===== src/rtl/piso_serializer.sv =====
// piso_serializer: parallel-in/serial-out stage feeding the operand SIPO.
// Accepts WIDTH-bit words over load_valid/load_ready, buffers one pending
// word in a holding register and emits one bit per cycle with first/last
// framing. Back-to-back words stream with no idle cycle between frames.
//
// Ports:
//   clk, rst            clock, synchronous active-high reset
//   load_valid/ready    parallel word handshake, load_data is the word
//   data_out            current serial bit
//   out_valid/ready     serial handshake (out_ready=1 for a plain SIPO)
//   out_first/out_last  frame markers on the first / final bit
//   busy                shifter or holding register occupied
//
// Build option: define PISO_PARITY_EN to append an even-parity bit to every
// frame (frames become WIDTH+1 bits, out_last marks the parity bit).
module piso_serializer #(
    parameter int WIDTH     = 16,
    parameter bit LSB_FIRST = 1'b1
) (
    input  logic             clk,
    input  logic             rst,
    input  logic             load_valid,
    output logic             load_ready,
    input  logic [WIDTH-1:0] load_data,
    output logic             data_out,
    output logic             out_valid,
    input  logic             out_ready,
    output logic             out_first,
    output logic             out_last,
    output logic             busy
);

    localparam int CW = $clog2(WIDTH + 1);

    localparam logic [1:0] S_IDLE   = 2'd0;
    localparam logic [1:0] S_SHIFT  = 2'd1;
`ifdef PISO_PARITY_EN
    localparam logic [1:0] S_PARITY = 2'd2;
`endif

    localparam logic [CW-1:0] CNT_LAST = CW'(WIDTH - 1);

    logic [1:0]       state_q, state_d;
    logic [WIDTH-1:0] sh_q, sh_d;
    logic [WIDTH-1:0] hold_q, hold_d;
    logic             hold_full_q, hold_full_d;
    logic [CW-1:0]    cnt_q, cnt_d;
`ifdef PISO_PARITY_EN
    logic             par_q, par_d;
`endif

    logic active;
    logic last_bit;
    logic fire;
    logic accept;
    logic data_bit;

    // Outputs are forced quiet while rst is high, not only after the edge.
    assign active = (state_q != S_IDLE) && !rst;

`ifdef PISO_PARITY_EN
    assign last_bit = (state_q == S_PARITY);
    assign data_bit = (state_q == S_PARITY) ? par_q
                    : (LSB_FIRST ? sh_q[0] : sh_q[WIDTH-1]);
`else
    assign last_bit = (state_q == S_SHIFT) && (cnt_q == CNT_LAST);
    assign data_bit = LSB_FIRST ? sh_q[0] : sh_q[WIDTH-1];
`endif

    assign fire   = active && out_ready;
    assign accept = load_valid && load_ready;

    assign out_valid  = active;
    assign data_out   = active && data_bit;
    assign out_first  = active && (state_q == S_SHIFT) && (cnt_q == '0);
    assign out_last   = active && last_bit;
    assign load_ready = !hold_full_q && !rst;
    assign busy       = ((state_q != S_IDLE) || hold_full_q) && !rst;

    always_comb begin
        state_d     = state_q;
        sh_d        = sh_q;
        hold_d      = hold_q;
        hold_full_d = hold_full_q;
        cnt_d       = cnt_q;
`ifdef PISO_PARITY_EN
        par_d       = par_q;
`endif

        if (fire) begin
            sh_d  = LSB_FIRST ? (sh_q >> 1) : (sh_q << 1);
            cnt_d = cnt_q + CW'(1);
`ifdef PISO_PARITY_EN
            if ((state_q == S_SHIFT) && (cnt_q == CNT_LAST)) begin
                state_d = S_PARITY;
            end
`endif
        end

        if (fire && last_bit) begin
            // Frame ends this edge: held word wins over a fresh load.
            if (hold_full_q) begin
                sh_d        = hold_q;
                hold_full_d = 1'b0;
                cnt_d       = '0;
                state_d     = S_SHIFT;
`ifdef PISO_PARITY_EN
                par_d       = ^hold_q;
`endif
            end else if (accept) begin
                sh_d    = load_data;
                cnt_d   = '0;
                state_d = S_SHIFT;
`ifdef PISO_PARITY_EN
                par_d   = ^load_data;
`endif
            end else begin
                cnt_d   = '0;
                state_d = S_IDLE;
            end
        end else if (accept) begin
            if (state_q == S_IDLE) begin
                sh_d    = load_data;
                cnt_d   = '0;
                state_d = S_SHIFT;
`ifdef PISO_PARITY_EN
                par_d   = ^load_data;
`endif
            end else begin
                hold_d      = load_data;
                hold_full_d = 1'b1;
            end
        end
    end

    always_ff @(posedge clk) begin
        if (rst) begin
            state_q     <= S_IDLE;
            sh_q        <= '0;
            hold_q      <= '0;
            hold_full_q <= 1'b0;
            cnt_q       <= '0;
`ifdef PISO_PARITY_EN
            par_q       <= 1'b0;
`endif
        end else begin
            state_q     <= state_d;
            sh_q        <= sh_d;
            hold_q      <= hold_d;
            hold_full_q <= hold_full_d;
            cnt_q       <= cnt_d;
`ifdef PISO_PARITY_EN
            par_q       <= par_d;
`endif
        end
    end

endmodule


===== config.mk =====
export PLATFORM = sky130hd
export DESIGN_NAME = piso_serializer
export DESIGN_NICKNAME = d
export VERILOG_FILES = /design/src/rtl/piso_serializer.sv
export SDC_FILE = /design/constraint.sdc
export NUM_CORES = 1
export LEC_CHECK = 0
export ABC_CLOCK_PERIOD_IN_PS = 2600
export BUFFER_PORTS_ARGS = -buffer_cell sky130_fd_sc_hd__buf_2
export CORE_ASPECT_RATIO = 1.5
export CORE_MARGIN = 1
export CORE_UTILIZATION = 59
export CTS_BUF_LIST = sky130_fd_sc_hd__clkbuf_8
export DETAILED_ROUTE_END_ITERATION = 12
export PLACE_DENSITY = 0.87
export SYNTH_ARGS = -nofsm -noshare
export SYNTH_HDL_FRONTEND = slang
export SYNTH_SLANG_ARGS = --single-unit

===== constraint.sdc =====
create_clock -name clk -period 2.6 [get_ports clk]
set_input_delay 0.13 -clock clk [delete_from_list [all_inputs] [get_ports clk]]
set_output_delay 0.13 -clock clk [all_outputs]
set_load 0.02 [all_outputs]

# --- Word level (Yosys, flattened, before mapping) ---
# Index checks and enable logic that the tools add are counted.
# Widths: inputs -> output; s select.
classes:
  n_eq_ne: 2
  add_sub_neg: 1
  bitwise_logic: 2
  muxes: 14
  reduce_logical: 23
op_table:
  columns: ["operator", "count"]
  rows:
  - ["$mux 16", 6]
  - ["$mux 5", 3]
  - ["$logic_and 1x1->1", 11]
  - ["$mux 2", 3]
  - ["$reduce_bool 2->1", 3]
  - ["$add 5x1->5 const B", 1]
  - ["$eq 5x4->1 const B", 1]
  - ["$logic_not 5->1", 1]
  - ["$reduce_and 2->1", 2]
  - ["$reduce_and 3->1", 1]
  - ["$eq 2x1->1 const B", 1]
  - ["$logic_not 1->1", 2]
  - ["$logic_not 2->1", 1]
  - ["$mux 1", 2]
  - ["$not 1->1", 2]
  - ["$reduce_or 2->1", 1]
  - ["$logic_or 1x1->1", 1]
word_totals:
  input_bits: 20
  reg_bits: 40
  out_inout_bits: 6
  elab_cells: 47

# --- Logic depth before layout (Yosys ltp) ---
depth:
  ltp_word: 7
  mapped_depth: 10

# --- Worst setup path before layout ---
# No wires, ideal clock.
synth_timing:
  path_type: "register to register"
  from: "register cnt_q[0]"
  to: "register hold_q[10]"
  t_arrival_ns: 2.111
  stages_incl_launch_ff: 11
  slack_ns: 0.361
  period_less_slack_ns: 2.239
  required_ns: 2.472
  cell_sequence: "dfxtp_1 -> ha_1 -> and3_1 -> ha_1 -> and4b_1 -> clkbuf_1 -> or3b_1 -> buf_6 -> buf_8 -> mux2i_1 -> nor2_1"
synth_between:
  elab_chain_len: 5
synth_lines:
  columns: ["item", "line", "source"]
  rows:
  - ["start, declared", "47", "logic [CW-1:0] cnt_q, cnt_d;"]
  - ["start signal, assigned", "151", "cnt_q <= cnt_d;"]
  - ["$eq 5x4->1", "66", "assign last_bit = (state_q == S_SHIFT) && (cnt_q == CNT_LAST);"]
  - ["$logic_and 1x1->1", "66", null]
  - ["$logic_and 1x1->1", "100", "if (fire && last_bit) begin"]
  - ["$not 1->1 (no line)", null, null]
  - ["$reduce_and 3->1 (no line)", null, null]
  - ["end signal, assigned", "149", "hold_q <= hold_d;"]
  - ["end, declared", "45", "logic [WIDTH-1:0] hold_q, hold_d;"]
# No other way between the ends.
# A chain may end at the register's enable or synchronous reset.

# --- Worst setup path after layout ---
# Ends and elaborated chain as after synthesis.

==> flow_metrics.py <==
metrics = {
    "flow_run": {
        "max_cap_viol_count": 0,
    },
    "placed_design": {
        "io_buffers": 25,
        "dpl_worst_slack_ns": 0.3237,
        "detailed_place_hpwl_mm": 3.124,
        "finalWeightedCongestion": 0.8409,
    },
    "clocking": {
        "cts_sinks": 39,
        "cts_made_buffers": 5,
        "cts_tree": "yes",
        "cts_htree_levels": 2,
        "post_cts_hold_buffer_count": 0,
        "clk_root_buffer_cell": "sky130_fd_sc_hd__clkbuf_8",
        "cts_setup_buffers": 0,
        "clk-insertion-delay-late_ns": 0.30,
        "ctsLongestPathBuffers": 2,
        "clkTransAtPathRegs_ns": 0.08,
        "ctsResizeCount": 0,
    },
    "timing": {
        "finalCriticalPeriod_ns": 2.302,
        "skew_ns": 0.005114,
        "setup-violations-final": 0,
        "max_clock_freq_mhz": 434.3,
        "max_slew.worst_pin.slew_ns": 0.5848,
        "relative_max_transition_margin_pct": 60.75,
        "layout_setup_ws_ns": 0.2976,
        "rsz0062_at_grt": "false",
        "finalMaxSlewViolations": 0,
        "report.final.hold_viol_count": 0,
        "tns_ns": 0,
        "min_period_over_period_pct": 88.56,
    },
    "critical_path": {
        "cp_max_fo": 14,
        "cp_launch_point": "cnt_q[0]",
        "worstSetupPathType": "flip-flop to flip-flop",
        "crit-reg2reg-launch": "cnt_q[0]",
        "timing.critical_path.required_ns": 2.77,
        "setup.reg_to_reg.worst_slack_ns": 0.30,
        "timing.critical_path.from_type": "flip-flop",
        "worst_r2r_dst": "hold_q[10]",
        "worstSetupEndpoint": "hold_q[10]",
        "cp.arrival_ns": 2.47,
        "reg2reg_depth": 8,
        "end_kind": "flip-flop",
    },
    "layout": {
        "final_common_cell": "sky130_fd_sc_hd__nor2_1",
        "finalNetCount": 279,
        "relative_area_change_from_synthesis_to_final_layout_pct": 11.13,
        "mostFrequentLayoutCells": "sky130_fd_sc_hd__nor2_1 (49), sky130_fd_sc_hd__dfxtp_1 (39), sky130_fd_sc_hd__buf_2 (25)",
        "antenna_diodes": 0,
        "layout_cell_share_with_drive_strength_beyond_1_pct": 17.90,
    },
    "grt": {
        "grt_first_pass_wirelength_mm": 7.734,
        "grt.met2_usage_pct": 49.16,
        "global_route.usage.total_pct": 28.24,
        "busiest_layer": "met2",
        "grt_start_max_net_pins": 32,
        "grt_antenna_before_repair": 0,
        "grt.overflow.total": 0,
        "groute.layer.met3.usage_pct": 5.417,
        "groute.layer.met1.usage_pct": 31.64,
        "first_global_vias": 1750,
    },
    "synthesis": {
        "yosysWarningCount": 0,
        "ys_seq_elements": 39,
        "cell_area_synth_mm2": 0.001978,
        "yosysSeqAreaShare_pct": 39.47,
        "postSynthAreaPerCell_um2": 8.382,
        "synthesis.nets": 259,
        "synth.lib_cells_used.distinct": 42,
        "synth_cells": 236,
    },
    "die": {
        "die_area_mm2": 0.003593,
        "core_area_mm2": 0.003159,
        "num_rows": 25,
        "top_level_ports": 26,
        "initial_utilization_pct": 62.61,
        "die_y_um": 72.92,
        "dieWidth_um": 49.28,
    },
    "drt": {
        "drt_drc_violations_left": 0,
        "routed-via-count": 1772,
        "post_drt_wl_per_cell_um": 15.33,
        "ant_nets": 0,
        "drt_wl_total_mm": 4.552,
        "drt_pre_antenna_iters": 4,
        "drt_iter0_markers": 74,
        "viasPerCell": 5.966,
    },
    "power_and_ir_drop": {
        "worst_ir_drop_vdd_uv": 470.7,
        "ratio_of_total_power_to_cell_area_mw_per_mm2": 580.1,
        "power.total_mw": 1.275,
        "cellLeakagePower_nw": 0.9591,
    },
    "status": {
        "outcome": "complete, no violations",
    },
    "min_path": {
        "min_path_type": "primary input to flip-flop",
    },
}
-- critical path: stages, from the launching register on --
cell and delay, ns:
sky130_fd_sc_hd__dfxtp_1 0.35, sky130_fd_sc_hd__ha_1 0.21, sky130_fd_sc_hd__and3_1 0.18, sky130_fd_sc_hd__ha_1 0.18
sky130_fd_sc_hd__and4b_1 0.29, sky130_fd_sc_hd__or3b_1 0.48, sky130_fd_sc_hd__buf_4 0.25, sky130_fd_sc_hd__mux2i_1 0.18
sky130_fd_sc_hd__nor2_1 0.05
-- flip-flops by register name (all words and copies together), names as in the netlist --
register	cells
hold_q	16
sh_q	16
cnt_q	5
hold_full_q	1
state_q	1
-- how the worst min path moves through the flow --
stage / depth (start not counted) / from / slack, ns / endpoint
6_report: 3 / load_data[4] / 0.08 / hold_q[4]
5_1_grt: 3 / load_data[4] / 0.09 / hold_q[4]
4_1_cts: 3 / load_data[4] / 0.08 / hold_q[4]
3_5_place_dp: 3 / load_data[2] / 0.39 / hold_q[2]
3_3_place_gp: 3 / load_data[3] / 0.38 / hold_q[3]
2_1_floorplan: 2 / load_valid / 0.27 / hold_full_q
-- power breakdown --
part / switching (mW) / internal, mW
clock network: 0.220 / 0.241
registers: 0.0220 / 0.625
logic: 0.0945 / 0.0721
-- through the flow --
stage          area (um2)  utilization, %  hold slack, ns  std cells
5_1_grt              2198           69.58         0.08645        297
6_report             2198           69.58         0.08092        297
3_3_place_gp         2095           66.30          0.3798        289
3_5_place_dp         2095           66.30          0.3882        289
4_1_cts              2198           69.58         0.08254        297
2_1_floorplan        1978               -          0.2707        236
-- synthesized netlist by cell type (all sizes together) --
cell,number,area [um2]
nor2,49,183.9
dfxtp,39,780.8
nand2,24,90.09
mux2i,16,160.2
o21ai,14,70.06
buf,9,62.55
o32ai,9,78.83
and3,7,43.79
clkbuf,7,26.28
mux2,7,78.83
o221ai,7,61.31
a21oi,5,25.02
inv,5,18.77
or3,4,25.02
ha,3,37.54
a211oi,2,15.01
a32oi,2,17.52
and2,2,12.51
nand2b,2,12.51
nand3,2,10.01
nand3b,2,15.01
o21a,2,15.01
o22ai,2,12.51
or3b,2,20.02
xor2,2,17.52
a21o,1,7.510
a41oi,1,8.760
and3b,1,8.760
and4,1,8.760
and4b,1,10.01
nand4,1,6.260
nor2b,1,6.260
nor3,1,5.000
o31ai,1,7.510
or4b,1,10.01
xnor2,1,8.760
-- logic make-up (layout without fill, tap and decap cells) --
group                      count (synthesis)  in the layout  synth area share (%)
buffers and inverters                     21             42                 5.439
adders and majority gates                  3              3                 1.898
AOI/OAI and AO/OA                         46             46                 16.13
and+or+nand+nor                          101            101                 23.66
xor gates and xnor gates                   3              3                 1.329
muxes                                     23             23                 12.08
DFF                                       39             39                 39.47
-- routing by layer --
metal	routed length (um)	share of wire [%]
met1	1899	42
met2	2272	50
met3	195	4.3
met4	185	4.1
met5	0	0
-- layout make-up --
type / instances / area [um2]
Clock buffer: 7 / 96.34
Clock inverter: 1 / 7.507
Fill cell: 279 / 960.9
Inverter: 5 / 18.77
Multi-Input combinational cell: 176 / 1090
Sequential cell: 39 / 780.7
Tap cell: 40 / 50.05
Timing Repair Buffer: 29 / 155.1
Note: power is estimated with default switching activity, not from simulation.
